<file path="config.mk">
export PLATFORM = sky130hd
export DESIGN_NAME = gpio_bank_flat
export DESIGN_NICKNAME = d
export VERILOG_FILES = /design/src/rtl/gpio_bank_if.sv /design/src/rtl/gpio_bank.sv /design/src/flat_wrapper.sv
export SDC_FILE = /design/constraint.sdc
export NUM_CORES = 1
export LEC_CHECK = 0
export ABC_AREA = 1
export CAP_MARGIN = 20
export CORE_ASPECT_RATIO = 1.75
export CORE_MARGIN = 2
export CORE_UTILIZATION = 35
export CTS_CLUSTER_SIZE = 12
export DETAILED_ROUTE_END_ITERATION = 16
export GPL_TIMING_DRIVEN = 0
export PLACE_DENSITY = 0.76
export SLEW_MARGIN = 20
export SYNTH_ARGS = -nofsm -noshare
export SYNTH_HDL_FRONTEND = slang
export SYNTH_SLANG_ARGS = --single-unit
export TNS_END_PERCENT = 10
</file>
<file path="constraint.sdc">
create_clock -name clk_i -period 0.8 [get_ports clk_i]
set_input_delay 0.16 -clock clk_i [delete_from_list [all_inputs] [get_ports clk_i]]
set_output_delay 0.16 -clock clk_i [all_outputs]
set_load 0.02 [all_outputs]
</file>
<file path="src/rtl/gpio_bank_if.sv">
// gpio_bank_if: single-cycle register bus between the execute stage and the
// GPIO bank. The master drives the access, the slave returns registered read data.
interface gpio_bank_if #(
  parameter int WIDTH = 32
) ();
  logic [2:0]       addr;
  logic [WIDTH-1:0] wdata;
  logic             we;
  logic             re;
  logic [WIDTH-1:0] rdata;
  logic             rvalid;

  modport master (
    output addr, wdata, we, re,
    input  rdata, rvalid
  );

  modport slave (
    input  addr, wdata, we, re,
    output rdata, rvalid
  );
endinterface

</file>
<file path="src/rtl/gpio_bank.sv">
// gpio_bank: memory-mapped GPIO controller.
// Features: input synchroniser, atomic set/clear of output bits, one-cycle
// registered reads, and read-before-write when a read and a write hit together.
// Optional macro GPIO_EDGE_EN adds sticky edge flags (STATUS, write-1-to-clear),
// the RISE_EN/FALL_EN/IRQ_EN registers, a priming counter and the level irq.
// Without it, addresses 4-7 read 0 and ignore writes, and irq_o is tied low.
module gpio_bank #(
  parameter int WIDTH       = 32,
  parameter int SYNC_STAGES = 2
) (
  input  logic             clk_i,
  input  logic             rst_ni,
  input  logic [WIDTH-1:0] gpio_in_i,
  output logic [WIDTH-1:0] gpio_out_o,
  output logic             irq_o,
  gpio_bank_if.slave       bus
);

  localparam logic [2:0] ADDR_OUT     = 3'd0;
  localparam logic [2:0] ADDR_SET     = 3'd1;
  localparam logic [2:0] ADDR_CLR     = 3'd2;
  localparam logic [2:0] ADDR_IN      = 3'd3;
  localparam logic [2:0] ADDR_STATUS  = 3'd4;
  localparam logic [2:0] ADDR_RISE_EN = 3'd5;
  localparam logic [2:0] ADDR_FALL_EN = 3'd6;
  localparam logic [2:0] ADDR_IRQ_EN  = 3'd7;

  logic [WIDTH-1:0] sync_q [SYNC_STAGES];
  logic [WIDTH-1:0] syncOut;
  logic [WIDTH-1:0] gpioOut_q;
  logic [WIDTH-1:0] gpioOut_d;
  logic [WIDTH-1:0] rdata_q;
  logic             rvalid_q;
  logic [WIDTH-1:0] readMux;
  logic [WIDTH-1:0] edgeRdata;

  assign syncOut    = sync_q[SYNC_STAGES-1];
  assign gpio_out_o = gpioOut_q;
  assign bus.rdata  = rdata_q;
  assign bus.rvalid = rvalid_q;

  // Multi-flop synchroniser that brings the asynchronous pins into clk_i
  always_ff @(posedge clk_i or negedge rst_ni) begin
    if (!rst_ni) begin
      for (int i = 0; i < SYNC_STAGES; i++) sync_q[i] <= '0;
    end else begin
      sync_q[0] <= gpio_in_i;
      for (int i = 1; i < SYNC_STAGES; i++) sync_q[i] <= sync_q[i-1];
    end
  end

  // Next output-pin value: plain load, atomic set or atomic clear
  always_comb begin
    gpioOut_d = gpioOut_q;
    if (bus.we) begin
      case (bus.addr)
        ADDR_OUT: gpioOut_d = bus.wdata;
        ADDR_SET: gpioOut_d = gpioOut_q | bus.wdata;
        ADDR_CLR: gpioOut_d = gpioOut_q & ~bus.wdata;
        default:  gpioOut_d = gpioOut_q;
      endcase
    end
  end

  // Output pin register
  always_ff @(posedge clk_i or negedge rst_ni) begin
    if (!rst_ni) gpioOut_q <= '0;
    else         gpioOut_q <= gpioOut_d;
  end

`ifdef GPIO_EDGE_EN
  localparam logic [2:0] PRIME_MAX = 3'(SYNC_STAGES + 1);

  logic [WIDTH-1:0] prev_q;
  logic [WIDTH-1:0] status_q;
  logic [WIDTH-1:0] status_d;
  logic [WIDTH-1:0] riseEn_q;
  logic [WIDTH-1:0] fallEn_q;
  logic [WIDTH-1:0] irqEn_q;
  logic [2:0]       primeCnt_q;
  logic             irq_q;
  logic             primed;
  logic [WIDTH-1:0] edgeHit;

  assign primed = (primeCnt_q == PRIME_MAX);
  assign irq_o  = irq_q;

  // Edge flags: W1C clears first, then new edges are OR-ed in so a coincident edge wins
  always_comb begin
    edgeHit  = '0;
    if (primed) begin
      edgeHit = (syncOut & ~prev_q & riseEn_q) | (~syncOut & prev_q & fallEn_q);
    end
    status_d = status_q;
    if (bus.we && (bus.addr == ADDR_STATUS)) status_d = status_q & ~bus.wdata;
    status_d = status_d | edgeHit;
  end

  // Edge-detect state, enable registers, saturating priming counter and irq
  always_ff @(posedge clk_i or negedge rst_ni) begin
    if (!rst_ni) begin
      prev_q     <= '0;
      status_q   <= '0;
      riseEn_q   <= '0;
      fallEn_q   <= '0;
      irqEn_q    <= '0;
      primeCnt_q <= '0;
      irq_q      <= 1'b0;
    end else begin
      prev_q   <= syncOut;
      status_q <= status_d;
      if (!primed) primeCnt_q <= primeCnt_q + 3'd1;
      if (bus.we) begin
        case (bus.addr)
          ADDR_RISE_EN: riseEn_q <= bus.wdata;
          ADDR_FALL_EN: fallEn_q <= bus.wdata;
          ADDR_IRQ_EN:  irqEn_q  <= bus.wdata;
          default: ;
        endcase
      end
      irq_q <= |(status_q & irqEn_q);
    end
  end

  // Readback of the edge-detection registers
  always_comb begin
    edgeRdata = '0;
    case (bus.addr)
      ADDR_STATUS:  edgeRdata = status_q;
      ADDR_RISE_EN: edgeRdata = riseEn_q;
      ADDR_FALL_EN: edgeRdata = fallEn_q;
      ADDR_IRQ_EN:  edgeRdata = irqEn_q;
      default:      edgeRdata = '0;
    endcase
  end
`else
  assign edgeRdata = '0;
  assign irq_o     = 1'b0;
`endif

  // Read multiplexer built from pre-write register values
  always_comb begin
    readMux = '0;
    case (bus.addr)
      ADDR_OUT: readMux = gpioOut_q;
      ADDR_SET: readMux = '0;
      ADDR_CLR: readMux = '0;
      ADDR_IN:  readMux = syncOut;
      default:  readMux = edgeRdata;
    endcase
  end

  // Registered read port: data valid for exactly one cycle, zero when idle
  always_ff @(posedge clk_i or negedge rst_ni) begin
    if (!rst_ni) begin
      rdata_q  <= '0;
      rvalid_q <= 1'b0;
    end else begin
      rdata_q  <= bus.re ? readMux : '0;
      rvalid_q <= bus.re;
    end
  end

endmodule

</file>
<file path="src/flat_wrapper.sv">
// flat-port wrapper written by rule: the top's interface ports become plain ports
module gpio_bank_flat 
#(
  parameter int WIDTH       = 32,
  parameter int SYNC_STAGES = 2
)
  (clk_i, rst_ni, gpio_in_i, gpio_out_o, irq_o, bus_addr, bus_wdata, bus_we, bus_re, bus_rdata, bus_rvalid);
  gpio_bank_if #(.WIDTH(WIDTH)) bus_i ();
  input  logic clk_i;
  input  logic rst_ni;
  input  logic [WIDTH-1:0] gpio_in_i;
  output logic [WIDTH-1:0] gpio_out_o;
  output logic irq_o;
  input wire logic [$bits(bus_i.addr)-1:0] bus_addr;
  input wire logic [$bits(bus_i.wdata)-1:0] bus_wdata;
  input wire logic [$bits(bus_i.we)-1:0] bus_we;
  input wire logic [$bits(bus_i.re)-1:0] bus_re;
  output wire logic [$bits(bus_i.rdata)-1:0] bus_rdata;
  output wire logic [$bits(bus_i.rvalid)-1:0] bus_rvalid;
  assign bus_i.addr = bus_addr;
  assign bus_i.wdata = bus_wdata;
  assign bus_i.we = bus_we;
  assign bus_i.re = bus_re;
  assign bus_rdata = bus_i.rdata;
  assign bus_rvalid = bus_i.rvalid;
  gpio_bank #(.WIDTH(WIDTH), .SYNC_STAGES(SYNC_STAGES)) u_core (.clk_i(clk_i), .rst_ni(rst_ni), .gpio_in_i(gpio_in_i), .gpio_out_o(gpio_out_o), .irq_o(irq_o), .bus(bus_i));
endmodule
</file>
---- Word level (Yosys, flattened, before mapping) ----
Cells that the tools add are included.
operators by class
  eq/ne operators ......................... 3
  mux-type cells .......................... 3
  bitwise operators ....................... 3
  reductions and logical operators ........ 3
operator list
  kind                                                 count
  case mux 32 bit (3 select lines)                     1
  case mux 32 bit (2 select lines)                     1
  bitwise AND 32 bit                                   1
  2-to-1 mux 32 bit                                    1
  inverter 32 bit                                      1
  bitwise OR 32 bit                                    1
  equality test 3 x 2 -> 1 bit, second input constant  2
  equality test 3 x 1 -> 1 bit, second input constant  1
  zero test 3 bit                                      1
  nonzero test 3 bit                                   1
  AND reduction 2 bit                                  1
word-level totals
  register bits after elaboration ......... 129
  output and inout port bits .............. 66
  word-level logic and storage cells ...... 17

---- Longest topological paths before layout ----
Gate-level depths: netlist (run 1).
  depth in word-level cells ............... 3
  depth in mapped cells ................... 8
  mapped depth without buffers ............ 7

---- Worst setup path after synthesis (run 1) ----
Ideal clock, no wire load.
  path type ............................... input port to flip-flop
  start ................................... in bus_addr[1]
  end ..................................... reg u_core.gpioOut_q[10] (netlist: u_core.gpio_out_o[10])
  library setup time ...................... 0.066 ns
  data arrival time ....................... 0.831 ns
  path slack .............................. -0.097 ns
  stages on the path ...................... 4
  cell sequence ........................... nor3b_2 clkbuf_1 nand2_1 nand2_1
between the ends
  cells in the longest elaborated chain, start to end .. 3
  elaborated cells on any way between the ends .. 6
  classes of those cells .................. 2 x eq/ne; 1 x mux; 3 x reduce/logical
RTL lines
  element                                                     RTL line            text
  start, declared                                             flat_wrapper.sv:14  input wire logic [$bits(bus_i.addr)-1:0] bus_addr;
  equality test 3 x 1 -> 1 bit, or another cell as far along  gpio_bank.sv:56     case (bus.addr)
  nonzero test 3 bit (no line)                                --
  AND reduction 2 bit (no line)                               --
  end signal, assigned                                        gpio_bank.sv:68     else gpioOut_q <= gpioOut_d;
  end, declared                                               gpio_bank.sv:30     logic [WIDTH-1:0] gpioOut_q;
Several ways; a longest one is shown, not always the timed one.
A chain may end at the register's enable or synchronous reset.

---- Worst setup path after layout (run 1) ----
  start ................................... reg u_core.gpioOut_q[26] (netlist: u_core.gpio_out_o[26])
  end ..................................... out gpio_out_o[26]
RTL lines
  element        RTL line            text
  end, declared  flat_wrapper.sv:12  output logic [WIDTH-1:0] gpio_out_o;
No word-level cell between the ends.

==> out/qor.yml, run 1 <==
violations: "hold timing, setup timing"
syn_area_um2: 4520
setup_viol: 113
num_antenna_cells: 0
nNetsFinal: 697
vias: 3646
cts_sinks: 129
grt_max_degree: 69
slowest_delay_ns: 0.43
drt_iter0_markers: 127
dp_slack_ns: -0.983
p_per_area_nw_per_um2: 2520
vias_per_cell: 4.52
insertion_delay_ns: 0.41
area_growth_syn_to_layout_pct: 51.8
dpl.hpwl_mm: 8.23
critPathBufInv: 1
final_max_slew_viol_count: 0
start_util_pct: 35.9
rsz0062_at_grt: "true"
yosysTopAreaCellShare_pct: 71.5
final_common_cell: "nand2_1"
final_cell_mix: "nand2_1 (227), dfrtp_1 (129), clkdlybuf4s50_1 (65), buf_6 (42)"
arrival_ns: 0.99
p_leak_nw: 3.42
ys_seq_elements: 129
grt_antenna_before_repair: 0
period_share_pct: 144
synth_area_leaders: "dfrtp_1 (71%), nand2_1 (19%), a21oi_1 (3.7%), inv_1 (2.9%), buf_2 (1.3%)"
synth_area_per_cell_um2: 10.0
path_depth: 1
startpoint_type: "flop"
slowest_stage: "dfrtp_1"
fmax_mhz: 868
drt_wl_total_mm: 12.2
path_class: "flop to output pin"
path_cells: "buf_6"
path_clk_slew_ns: 0.06
wl_per_cell_um: 15.1
ff2ff_path_depth: 4
routabilityCongestion: 0.834
slew_headroom_pct: 62.5
fin_cells: 807
ir_drop_mv: 1.48
cts_tree: "built"
core_um2: 12600
rows: 54
end_kind: "output pin"
cts_made_buffers: 17
max_slew.worst_pin.slew_ns: 0.563
worstPathMaxFanout: 2
synth_fp_nets: 522
cts_root_buf: "clkbuf_16"
drt.antenna.violating_nets: 0
numPortBuffers: 135
clk_path_buf_depth: 2
drt-pass1-iter-count: 4
die_w_um: 89.9
fin_ws_ns: -0.352
gr-total-overflow: 0
report.power.total_mw: 17.3
syn_inst: 451
drc_errors: 0
skew_ns: 0.00653
placedCellCount: 755
h-tree-depth: 4
period_minus_slack_ns: 1.15
fin_util_pct: 54.6
grt_pass1_vias: 3951
finalHoldViolations: 61
cp_data_required_time_ns: 0.64
yosys_warnings: 0
hold_slack_ns: -0.289
grt_pass1_wl_mm: 19.0
synth_top_area_cell: "dfrtp_1"
min_path_type: "primary input to asynchronous set/reset pin"
path_delay_family: "flip-flops"
outcome: "complete, but fails checks"
ioPinCount: 137
grt_usage_pct: 18.1
fp.dieH_um: 154
dieArea_um2: 13900
ys_types: 14
ys_seq_area_share_pct: 71.5
drive_above_1_share_pct: 22.7
max-cap-violations: 0
-- layout make-up --
type                       instances  area (um^2)
fill                            1117         5710
sequential                       129         3230
timing repair buffer             156         1400
multi-input combinational        267         1090
clock buffer                      21          460
tap                              168          210
buffer                            19          201
inverter                          36          138
clock inverter                    11          129
-- kinds of logic (layout without fill, tap and decap cells) --
logic type	Yosys count	after routing	synth area share [%]
compound gates	33	33	3.66
buf+inv	55	243	4.99
simple gates	233	233	19.8
other cells	1	1	0.0830
flops	129	129	71.5
-- metal layers --
layer | vias to the layer above | GRT usage (%) | part of all wire (%)
met4 | 0 | 13.8 | 6.6
met3 | 50 | 4.97 | 4.7
met2 | 139 | 32.4 | 53
met5 | - | 0 | 0
met1 | 1751 | 17.6 | 36
li1 | 1706 | - | -
-- cell usage after synthesis, drive strengths merged --
cell type and n:
buf 13, inv 36, conb 1, a21oi 33, nand2 228, nand3 1
nor3 1, nor2 2, clkbuf 6, dfrtp 129, nor3b 1
-- sequential cells by signal, indices dropped and copies added (netlist names) --
register           count
u_core.bus.rdata      32
u_core.gpio_out_o     32
u_core.syncOut        32
u_core.sync_q         32
u_core.bus.rvalid      1
-- metrics by stage --
step | setup TNS, ns | instance area [um^2]
2_1_floorplan | -0.840 | 4560
3_3_place_gp | -740.02 | 6120
3_5_place_dp | -85.64 | 6150
4_1_cts | -22.25 | 6690
5_1_grt | -27.09 | 6860
6_report | -20.99 | 6860
-- final timing paths --
kind / start / end / slack [ns]
max in group asynchronous: rst_ni / u_core.gpio_out_o[3] / 0.35
setup reg to reg: u_core.gpio_out_o[3] / u_core.gpio_out_o[3] / -0.09
hold / removal: rst_ni / u_core.bus.rdata[28] / -0.29
hold reg to reg: u_core.sync_q[43] / u_core.syncOut[11] / 0.35
min in group clk_i: gpio_in_i[8] / u_core.sync_q[40] / 0.19
setup / recovery: u_core.gpio_out_o[26] / gpio_out_o[26] / -0.35
-- where the power goes --
| group | leakage, nW | switching, mW | internal [mW] |
|---|---|---|---|
| sequential | 1.61 | 0.292 | 6.99 |
| combinational | 1.53 | 1.24 | 1.17 |
| clock | 0.284 | 2.78 | 4.78 |
| total | 3.42 | 4.32 | 12.9 |
-- what timing repair did --
action                                  CTS  global route
pin swaps                                 1             0
endpoints found under the setup margin  129           125
setup buffers                            11             9
resized for setup                       334            31
endpoints found under the hold margin    61            61
Note: power is estimated with default switching activity, not from simulation.
==> run 2: changes to the inputs <==
--- a/config.mk
+++ b/config.mk
@@ -10,6 +10,7 @@
 export CORE_ASPECT_RATIO = 1.75
 export CORE_MARGIN = 2
 export CORE_UTILIZATION = 35
+export CTS_CLUSTER_DIAMETER = 40
 export CTS_CLUSTER_SIZE = 12
 export DETAILED_ROUTE_END_ITERATION = 16
 export GPL_TIMING_DRIVEN = 0
==> results of run 2 <==
Final layout, timing and power as in run 1 (identical DEF).
==> run 3: changes to the inputs <==
--- a/config.mk
+++ b/config.mk
@@ -7,14 +7,16 @@
 export LEC_CHECK = 0
 export ABC_AREA = 1
 export CAP_MARGIN = 20
+export CELL_PAD_IN_SITES_DETAIL_PLACEMENT = 1
+export CELL_PAD_IN_SITES_GLOBAL_PLACEMENT = 2
 export CORE_ASPECT_RATIO = 1.75
 export CORE_MARGIN = 2
-export CORE_UTILIZATION = 35
+export CORE_UTILIZATION = 25
 export CTS_CLUSTER_DIAMETER = 40
 export CTS_CLUSTER_SIZE = 12
 export DETAILED_ROUTE_END_ITERATION = 16
 export GPL_TIMING_DRIVEN = 0
-export PLACE_DENSITY = 0.76
+export PLACE_DENSITY = 0.86
 export SLEW_MARGIN = 20
 export SYNTH_ARGS = -nofsm -noshare
 export SYNTH_HDL_FRONTEND = slang
==> run 3 against run 2 <==
Against the previous run:
- the flow still finishes with violations (hold timing, setup timing)
- wire length rose by 20%
- die area increased by 38%
- setup slack gained 0.019 ns
- global-route usage decreased by 2.3 points
- hold slack worse by 0.069 ns
- core utilization is 15 points lower
- non-clock buffer count up 11
- final cell count up 9.5%
- total power increased by 3.7%
- sequential share of layout area fell by 1.2 points
- critical endpoint is now gpio_out_o[6]
- largest power group unchanged
==> out/qor.yml, run 3 (same netlist as run 1, synthesis figures left out) <==
final_common_cell: "nand2_1"
final_max_slew_viol_count: 0
multi_input_area_um2: 1080
critPathBufInv: 1
rrSetupSlack_ns: -0.15
drt.antenna.violating_nets: 0
dpl.hpwl_mm: 10.0
final_area_um2: 7030
start_util_pct: 25.2
drc_errors: 0
finalHoldViolations: 45
nNetsFinal: 708
grt_pass1_vias: 4141
fp.dieH_um: 182
die_w_um: 106
placed_cell_area_um2: 6230
fill_cells: 2055
ir_drop_mv: 1.21
fin_cells: 884
setup_viol: 129
grt_antenna_before_repair: 0
cts_sinks: 129
period_minus_slack_ns: 1.13
cts_tree: "built"
insertion_delay_ns: 0.41
grt_max_degree: 85
period_share_pct: 142
path_delay_family: "flip-flops"
vias_per_cell: 4.20
numPortBuffers: 135
max-cap-violations: 0
ioPinCount: 137
dieArea_um2: 19200
cts_root_buf: "clkbuf_16"
cts_made_buffers: 17
hold_slack_ns: -0.358
end_kind: "output pin"
drive_above_1_share_pct: 24.0
clk_path_buf_depth: 2
final_cell_mix: "nand2_1 (227), dfrtp_1 (129), clkdlybuf4s50_1 (66), buf_6 (44), buf_4 (39)"
area_growth_syn_to_layout_pct: 55.7
arrival_ns: 0.97
rsz0062_at_grt: "true"
vias: 3709
h-tree-depth: 4
core_um2: 17900
fmax_mhz: 883
wl_per_cell_um: 16.5
slowest_stage: "dfrtp_1"
num_antenna_cells: 0
placedCellCount: 821
drt-pass1-iter-count: 4
path_class: "flop to output pin"
path_cells: "buf_6"
p_leak_nw: 3.48
p_per_area_nw_per_um2: 2540
slowest_delay_ns: 0.42
worstPathMaxFanout: 3
rows: 65
startpoint_type: "flop"
regArea_um2: 3230
grt_usage_pct: 15.8
gr-total-overflow: 0
cp_data_required_time_ns: 0.64
routabilityCongestion: 0.766
path_clk_slew_ns: 0.06
skew_ns: 0.00470
min_path_type: "primary input to asynchronous set/reset pin"
outcome: "complete, but fails checks"
drt_iter0_markers: 63
fin_ws_ns: -0.333
drt_wl_total_mm: 14.6
violations: "hold timing, setup timing"
grt_pass1_wl_mm: 22.7
==> run 3: power breakdown <==
group / leakage, nW / internal [mW] / switching [mW] / total [mW]
Clock: 0.287 / 4.94 / 3.09 / 8.03
Sequential: 1.61 / 6.98 / 0.292 / 7.28
Combinational: 1.58 / 1.27 / 1.31 / 2.59
==> run 3: per-layer routing <==
layer	vias up	global-route usage (%)	part of all wire, %	routed length (um)
met5	-	0	0	0
met3	36	3.34	3.9	563
met2	115	29.0	56	8120
met1	1829	16.6	36	5260
met4	0	8.79	4.3	623
li1	1729	-	-	-
==> run 3: worst paths after layout <==
kind                                         end                  start  depth (start not counted)
max                                gpio_out_o[6]   u_core.gpio_out_o[6]                          1
min                          u_core.bus.rdata[8]                 rst_ni                          1
max reg2reg                 u_core.bus.rdata[16]  u_core.gpio_out_o[16]                          4
min reg2reg                    u_core.syncOut[3]      u_core.sync_q[35]                          0
max in group asynchronous  u_core.gpio_out_o[24]                 rst_ni                          2
min in group clk_i             u_core.sync_q[33]           gpio_in_i[1]                          1
==> run 3: repair_timing <==
action,4_1_cts,5_1_grt
buffers inserted,24,7
gates resized for setup,326,38
pin swaps,1,0
setup endpoints to repair,129,129
hold endpoints to repair,45,45
==> run 3: metrics by stage <==
step	hold slack, ns	utilization [%]	total power, mW	setup WS [ns]	setup TNS, ns
6_report	-0.358	39.3	17.9	-0.333	-32.08
5_1_grt	-0.346	39.3	18.6	-0.370	-38.67
4_1_cts	-0.363	38.4	18.0	-0.365	-34.80
3_5_place_dp	0.0759	34.8	9.64	-1.07	-87.03
3_3_place_gp	0.334	34.7	9.54	-5.43	-778.34
2_1_floorplan	-0.136	-	8.17	-0.0420	-0.840
==> run 3: cell type report <==
class                      instances  share of cell area (%)
clock buffer                      17                    6.05
multi-input combinational        267                    15.4
inverter                          36                    1.96
buffer                            19                    2.19
tap                              234                    4.16
sequential                       129                    45.9
clock inverter                    15                    2.60
timing repair buffer             167                    21.7
